## config.mk

```make
export PLATFORM = sky130hd
export DESIGN_NAME = dual_fetch_unit
export DESIGN_NICKNAME = d
export VERILOG_FILES = /design/src/rtl/fetch_pkg.sv /design/src/rtl/fetch_queue.sv /design/src/rtl/dual_fetch_unit.sv
export SDC_FILE = /design/constraint.sdc
export NUM_CORES = 1
export LEC_CHECK = 0
export ABC_AREA = 1
export CAP_MARGIN = 20
export CORE_ASPECT_RATIO = 0.6
export CORE_MARGIN = 5
export CORE_UTILIZATION = 30
export DETAILED_ROUTE_END_ITERATION = 10
export PLACE_DENSITY = 0.52
export SLEW_MARGIN = 20
export SYNTH_ARGS = -nofsm -noshare
export SYNTH_HDL_FRONTEND = slang
export SYNTH_SLANG_ARGS = --single-unit
```

## constraint.sdc

```tcl
create_clock -name clk -period 11.75 [get_ports clk]
set_input_delay 1.175 -clock clk [delete_from_list [all_inputs] [get_ports clk]]
set_output_delay 1.175 -clock clk [all_outputs]
set_load 0.01 [all_outputs]
```

## src/rtl/fetch_pkg.sv

```systemverilog
// Shared types and constants for the dual-issue fetch front end.
package fetch_pkg;

  localparam int INSTR_BYTES = 4;
  localparam int FETCH_WIDTH = 2;

  typedef struct packed {
    logic [31:0] instr;
    logic [31:0] pc;
  } fetch_entry_t;

  // Decode may signal 3, which the queue honours as 2.
  function automatic logic [1:0] clamp_deq(input logic [1:0] d);
    return (d == 2'd3) ? 2'd2 : d;
  endfunction

endpackage

```

## src/rtl/fetch_queue.sv

```systemverilog
// Circular instruction queue: two writes at tail, two reads at head, flush to empty.
module fetch_queue
  import fetch_pkg::*;
#(
  parameter int DEPTH = 8
) (
  input  logic                     clk,
  input  logic                     reset,
  input  logic                     flush,
  input  logic                     enq,
  input  fetch_entry_t             wr_entry_0,
  input  fetch_entry_t             wr_entry_1,
  input  logic [1:0]               deq_count,
  output fetch_entry_t             rd_entry_0,
  output fetch_entry_t             rd_entry_1,
  output logic [$clog2(DEPTH):0]   occupancy
);

  localparam int AW = $clog2(DEPTH);
  localparam int CW = AW + 1;

  fetch_entry_t  mem [DEPTH];
  logic [AW-1:0] head;
  logic [AW-1:0] tail;
  logic [AW-1:0] head_p1;
  logic [AW-1:0] tail_p1;
  logic [CW-1:0] occ;
  logic [1:0]    req;
  logic [CW-1:0] eff;

  assign head_p1 = head + AW'(1);
  assign tail_p1 = tail + AW'(1);

  // Consumption is limited to what is actually held, so the queue never underflows.
  always_comb begin
    req = clamp_deq(deq_count);
    eff = (CW'(req) > occ) ? occ : CW'(req);
  end

  // Storage is deliberately left out of reset; occupancy alone qualifies it.
  always_ff @(posedge clk) begin
    if (enq) begin
      mem[tail]    <= wr_entry_0;
      mem[tail_p1] <= wr_entry_1;
    end
  end

  always_ff @(posedge clk or negedge reset) begin
    if (!reset) begin
      head <= '0;
      tail <= '0;
      occ  <= '0;
    end else if (flush) begin
      head <= '0;
      tail <= '0;
      occ  <= '0;
    end else begin
      if (enq) tail <= tail + AW'(2);
      head <= head + eff[AW-1:0];
      occ  <= occ + (enq ? CW'(2) : CW'(0)) - eff;
    end
  end

  assign rd_entry_0 = mem[head];
  assign rd_entry_1 = mem[head_p1];
  assign occupancy  = occ;

endmodule

```

## src/rtl/dual_fetch_unit.sv

```systemverilog
// Fetch front end: owns the fetch PC, applies redirects and feeds a two-wide queue to decode.
module dual_fetch_unit
  import fetch_pkg::*;
#(
  parameter int          DEPTH    = 8,
  parameter logic [31:0] RESET_PC = 32'h0000_0000
) (
  input  logic                   clk,
  input  logic                   reset,
  output logic [31:0]            icache_pc,
  input  logic [31:0]            icache_instr_1,
  input  logic [31:0]            icache_instr_2,
  input  logic [31:0]            icache_pc_1,
  input  logic [31:0]            icache_pc_2,
  input  logic                   redirect_valid,
  input  logic [31:0]            redirect_pc,
  input  logic [1:0]             deq_count,
  output logic [31:0]            out_instr_0,
  output logic [31:0]            out_instr_1,
  output logic [31:0]            out_pc_0,
  output logic [31:0]            out_pc_1,
  output logic                   out_valid_0,
  output logic                   out_valid_1,
  output logic [$clog2(DEPTH):0] occupancy
);

  localparam int          CW       = $clog2(DEPTH) + 1;
  localparam logic [31:0] PC_STEP  = 32'(FETCH_WIDTH * INSTR_BYTES);
  localparam logic [31:0] WORD_MSK = 32'hFFFF_FFFC;

  logic [31:0]  fetch_pc;
  logic         enq;
  fetch_entry_t wr_entry_0;
  fetch_entry_t wr_entry_1;
  fetch_entry_t rd_entry_0;
  fetch_entry_t rd_entry_1;

  // Handshake: out_valid_N marks slot N as offered; decode accepts by returning
  // deq_count in the same cycle, taking slots strictly in order (slot 0 first).
  // Space is judged on start-of-cycle occupancy; a redirect suppresses capture.
  assign enq = !redirect_valid && (occupancy <= CW'(DEPTH - 2));

  assign wr_entry_0 = '{instr: icache_instr_1, pc: icache_pc_1};
  assign wr_entry_1 = '{instr: icache_instr_2, pc: icache_pc_2};

  always_ff @(posedge clk or negedge reset) begin
    if (!reset) begin
      fetch_pc <= RESET_PC & WORD_MSK;
    end else if (redirect_valid) begin
      fetch_pc <= redirect_pc & WORD_MSK;
    end else if (enq) begin
      fetch_pc <= fetch_pc + PC_STEP;
    end
  end

  fetch_queue #(.DEPTH(DEPTH)) u_queue (
    .clk        (clk),
    .reset      (reset),
    .flush      (redirect_valid),
    .enq        (enq),
    .wr_entry_0 (wr_entry_0),
    .wr_entry_1 (wr_entry_1),
    .deq_count  (deq_count),
    .rd_entry_0 (rd_entry_0),
    .rd_entry_1 (rd_entry_1),
    .occupancy  (occupancy)
  );

  assign icache_pc   = fetch_pc;
  assign out_instr_0 = rd_entry_0.instr;
  assign out_pc_0    = rd_entry_0.pc;
  assign out_instr_1 = rd_entry_1.instr;
  assign out_pc_1    = rd_entry_1.pc;
  assign out_valid_0 = (occupancy != '0);
  assign out_valid_1 = (occupancy >= CW'(2));

endmodule

```

==> qor.yml, run 1 <==
remaining_drc_errors: 0
setup_viol: 0
synth_xor_area_share_pct: 0.317
h-tree-depth: 2
busiest_layer: "met2"
timing.final.crit_share_pct: 53.2
synth_compound_area_share_pct: 22.6
critPathRequiredTime_ps: 10580
num_io_pins: 331
cts_sinks: 551
p_leak_nw: 13.3
layout-drive-gt1-share_pct: 4.35
critical_path.top_delay_family: "buffers and inverters"
skew_ps: 23.0
ys_seq_area_share_pct: 53.8
irDropWorstVdd_mv: 0.154
dpl.hpwl_um: 62400
grt_pass1_wl_um: 154000
critical_path_peak_fanout: 116
status: "complete, no violations"
min_path_type: "reg -> reg"
finalCriticalPeriod_ps: 6250
viasPerCell: 5.02
die_x_um: 421
synth_mux_area_share_pct: 0
path_cells: "buf_4, buf_4, buf_4, nor2_1, nor2_1, o21ai_0, nand3_1, o21a_1, clkdlybuf4s50_1"
worstMarginPinSlew_ps: 1090
route.detailed.wl_per_inst_um: 20.8
clk_latency_ps: 630
die_area_mm2: 0.108
portBuffers: 326
antenna_found_initial: 7
grt_use_met2_pct: 28.7
hold_viol: 0
cts_root_buf: "clkbuf_16"
setup-tns-final_ps: 0
synthArstFlopShare_pct: 7.08
r2r-start: "u_queue.occupancy[2]"
ctsResizeCount: 0
cp_slowest_stage_delay_ps: 950
hold_buffers: 0
power.density_mw_per_mm2: 276
grtUsageMet3_pct: 2.54
cpMostUsedCell: "buf_4"
synth_area_mm2: 0.0304
num_vias: 25382
avgSynthCellArea_um2: 8.48
synth_top_family_by_area: "compound AO/OA/AOI/OAI gates"
synthAdderAreaFrac_pct: 0.774
routed_wl_um: 105000
cts.clk_slew.worst_paths_ps: 70
use_met1_pct: 28.2
timing.slew.headroom_pct: 27.0
crit_arrival_ps: 5070
cp-start-kind: "flop"
path_class: "reg -> out"
core-area_mm2: 0.101
synth_top_area_share_pct: 50.6
grt_max_degree: 221
final_nets: 3860
finalWeightedCongestion: 0.848
cts_buffer_depth: 3
start_util_pct: 30.2
rows: 90
syn_to_final_growth_pct: 18.5
antenna_left: 0
drv_cap: 0
slowest_stage: "buf_4"
grt_setup_unrepaired: "false"
slew_violations: 0
min-delay-start: "icache_pc[2]"
synthSimpleGateAreaFrac_pct: 14.0
yosysTopAreaCell: "edfxtp_1"
final_cell_mix: "nand2_1 (622), o21ai_0 (583), edfxtp_1 (512), o21ai_1 (395), nor2_1 (373)"
final_common_cell: "nand2_1"
synth-main-ff-cell: "edfxtp_1"
ys_warn_count: 0
cts_setup_buffers: 0
netlist_top_cells_area: "edfxtp_1 (51%), o21ai_0 (9.6%), nand2_1 (7.7%)"
ys_types: 33
drtPass1Iterations: 5
grt_pass1_vias: 23078
grt-ovfl-total: 0
cp-startpoint: "u_queue.head[0]"
fmax_mhz: 160
endpoint_kind: "primary output"
synth-edff-count: 512
drt_iter0_drc: 2343
tritoncts: "done"
critPathBufInv: 4
synthCells: 3581
post-route-util_pct: 35.8
ys_seq_elements: 551
die_h_um: 257
track_usage_pct: 18.7
cts_buffers: 58
[through the flow]
stage,cell area [µm²],worst slack [ps],power (mW),hold slack [ps],cells
5_1_grt,36000,5150,10.6,488,5058
3_5_place_dp,34100,6230,8.15,460,4952
3_3_place_gp,34100,6300,8.12,461,4952
6_report,36000,5500,9.94,471,5058
4_1_cts,36000,5510,10.0,476,5055
2_1_floorplan,30400,7050,5.89,508,3582
[path summary, 6_finish.rpt]
| kind | endpoint | depth (start not counted) | slack [ps] |
|---|---|---|---|
| worst max-delay path | out_pc_1[25] | 9 | 5500 |
| worst min-delay path | icache_pc[2] | 2 | 470 |
| worst min register to register | icache_pc[2] | 2 | 470 |
| max in group asynchronous | u_queue.head[0] | 1 | 10780 |
| worst max register to register | u_queue.mem[7][61] | 9 | 8040 |
| min in group asynchronous | icache_pc[7] | 1 | 540 |
[layer usage]
metal | up-vias | routed length (µm)
met1 | 11954 | 49800
met4 | 4 | 1870
met5 | - | 27
li1 | 12437 | -
met2 | 855 | 46600
met3 | 132 | 6840
[power breakdown]
part | switching [mW] | internal, mW | leakage (nW)
clock network | 0.828 | 1.04 | 0.906
registers | 0.184 | 2.57 | 5.15
logic | 3.33 | 1.99 | 7.28
[registers in the layout (all words and copies together), names as in the netlist]
signal,cells
u_queue.mem,512
u_queue.tail,2
u_queue.occupancy,4
icache_pc,30
u_queue.head,3
[area by class of cell]
type / instances / area [µm²]
timing repair buffer: 364 / 3560
inverter: 255 / 998
antenna: 3 / 7.51
sequential: 551 / 16400
tap: 1334 / 1670
clock buffer: 75 / 1590
clock inverter: 28 / 273
fill: 10153 / 64600
multi-input combinational: 2448 / 11600
[cells by family after synthesis]
logic type | after synthesis
AO/OA/AOI/OAI | 1326
AND/OR/NAND/NOR | 1092
buffers and inverters | 583
flip-flops | 551
adder cells (fa/ha/maj) | 17
XOR/XNOR | 11
other | 1
[worst register-to-register path, delay by kind of cell (launching register included)]
family | cells | cell delay (ps)
adders and majority gates | 1 | 230
buffers and inverters | 3 | 1790
DFF | 1 | 410
and+or+nand+nor | 5 | 820
[Yosys cell counts, drive strengths merged (2+ instances only)]
cell type and number:
edfxtp 512, fa 3, xor2 11, inv 255
a31oi 2, nor3 3, buf 138, o21bai 6
nor2 376, o211ai 4, a21oi 269, o21a 66
nand3 84, ha 14, clkbuf 190, nand2 628
dfrtp 39, o21ai 978
No activity file was read; power rests on OpenSTA's default activity.
==> run 2: changes to the inputs <==
--- a/config.mk
+++ b/config.mk
@@ -11,7 +11,7 @@
 export CORE_MARGIN = 5
 export CORE_UTILIZATION = 30
 export DETAILED_ROUTE_END_ITERATION = 10
-export PLACE_DENSITY = 0.52
+export PLACE_DENSITY = 0.53
 export SLEW_MARGIN = 20
 export SYNTH_ARGS = -nofsm -noshare
 export SYNTH_HDL_FRONTEND = slang
==> constraint.sdc (replaced) <==
create_clock -name clk -period 5.6 [get_ports clk]
set_input_delay 0.56 -clock clk [delete_from_list [all_inputs] [get_ports clk]]
set_output_delay 0.56 -clock clk [all_outputs]
set_load 0.01 [all_outputs]
==> qor.yml, run 2 (same netlist as run 1, synthesis figures left out) <==
finalCriticalPeriod_ps: 4500
dpl.hpwl_um: 62500
grt_pass1_wl_um: 152000
grt_max_degree: 286
critPathBufInv: 3
track_usage_pct: 18.6
pwr-share-seq_pct: 27.8
slowest_stage: "buf_4"
tritoncts: "done"
clk_latency_ps: 630
crit_arrival_ps: 3940
grt-ovfl-total: 0
cp.depth: 7
setup-tns-final_ps: 0
timing.slew.headroom_pct: 21.4
r2r-start: "u_queue.occupancy[2]"
drt_iter0_drc: 2499
grt_setup_unrepaired: "false"
grt_pass1_vias: 23410
switching_share_pct: 43.6
ctsResizeCount: 0
grt_use_met2_pct: 28.8
critPathCapture: "out_pc_0[23]"
largest_reg_flops: 512
cp-start-kind: "flop"
h-tree-depth: 2
start_util_pct: 30.2
cts_root_buf: "clkbuf_16"
critPathRequiredTime_ps: 5040
fmax_mhz: 222
busiest_layer: "met2"
syn_to_final_growth_pct: 18.9
path_cells: "buf_12, buf_4, o21ai_0, o21ai_0, nand2_1, nand2_1, clkdlybuf4s50_1"
fillers: 10055
core-area_mm2: 0.101
rows: 90
num_vias: 25544
die_x_um: 421
skew_ps: 37.7
p_leak_nw: 13.4
antenna_found_initial: 7
drv_cap: 0
die_area_mm2: 0.108
viasPerCell: 5.04
route.detailed.wl_per_inst_um: 20.5
status: "complete, no violations"
clkPwrFrac_pct: 17.9
top_register: "u_queue.mem"
r2r_end: "u_queue.mem[1][4]"
cts_buffer_depth: 3
timing.final.crit_share_pct: 80.4
cp-startpoint: "u_queue.head[0]"
grtUsageMet3_pct: 2.79
worstMarginPinSlew_ps: 1180
irDropWorstVdd_mv: 0.512
hold_viol: 0
power_frac_comb_pct: 54.3
slew_violations: 0
critical_path.top_delay_family: "buffers and inverters"
critical_path_peak_fanout: 206
cp_slowest_stage_delay_ps: 760
cts_buffers: 57
final_nets: 3867
finalWeightedCongestion: 0.853
drtPass1Iterations: 8
reg2reg_depth: 9
path_class: "reg -> out"
layout-drive-gt1-share_pct: 4.24
endpoint_kind: "primary output"
power.density_mw_per_mm2: 574
min_path_type: "in -> async"
cts.clk_slew.worst_paths_ps: 60
post-route-util_pct: 35.9
dpl_cell_area_mm2: 0.0343
r2r_setup_slack_ps: 2260
use_met1_pct: 27.0
setup_viol: 0
num_io_pins: 331
remaining_drc_errors: 0
fin_area_mm2: 0.0361
die_h_um: 257
cts_sinks: 551
final_cell_mix: "nand2_1 (622), o21ai_0 (583), edfxtp_1 (512), o21ai_1 (395), nor2_1 (373)"
antenna_left: 0
p_sw_mw: 9.05
routed_wl_um: 104000
final_common_cell: "nand2_1"
power.internal_mw: 11.7
portBuffers: 326
[run 2: timing repair]
action	CTS	global route
buffers inserted	0	0
hold buffers	0	1
endpoints found under the hold margin	0	10
[run 2: worst min-delay path by stage]
stage / from / endpoint / depth (start not counted) / slack, ps
5_1_grt: reset / icache_pc[3] / 2 / 360
3_5_place_dp: icache_pc[2] / icache_pc[2] / 2 / 480
2_1_floorplan: reset / icache_pc[10] / 0 / 260
4_1_cts: reset / icache_pc[21] / 1 / 80
3_3_place_gp: icache_pc[2] / icache_pc[2] / 2 / 460
6_report: reset / icache_pc[3] / 2 / 380
[run 2: power groups by stage]
stage / logic [mW] / registers, mW / clock network [mW]
after CTS: 11.4 / 5.77 / 3.81
after global routing: 12.4 / 5.85 / 3.98
final: 11.3 / 5.78 / 3.71
after floorplan: 6.59 / 5.76 / 0
after global placement: 11.3 / 5.85 / 0
after detailed placement: 11.3 / 5.85 / 0
[run 2: cell type report]
cell class	instances	area (µm²)	share of cell area [%]
flip-flops and latches	551	16400	45.3
well taps	1334	1670	4.62
clock inverters	30	204	0.564
repair buffers	372	3790	10.5
inverters	255	998	2.76
multi-input cells	2448	11600	32.0
clock buffers	71	1540	4.27
diodes	4	10.0	0.0277
[run 2: per-layer routing]
layer	vias to the layer above	wire, µm
met1	12065	47500
met5	-	13
met3	134	7140
met2	901	46700
met4	2	2510
li1	12442	-
[run 2: stage by stage]
| step | worst slack [ps] | hold WS (ps) | power (mW) | cells |
|---|---|---|---|---|
| 2_1_floorplan | 1440 | 264 | 12.4 | 3582 |
| 5_1_grt | 800 | 359 | 22.2 | 5065 |
| 3_5_place_dp | 1750 | 478 | 17.2 | 4958 |
| 6_report | 1100 | 382 | 20.8 | 5065 |
| 4_1_cts | 1050 | 80.6 | 21.0 | 5059 |
| 3_3_place_gp | 1770 | 459 | 17.1 | 4958 |
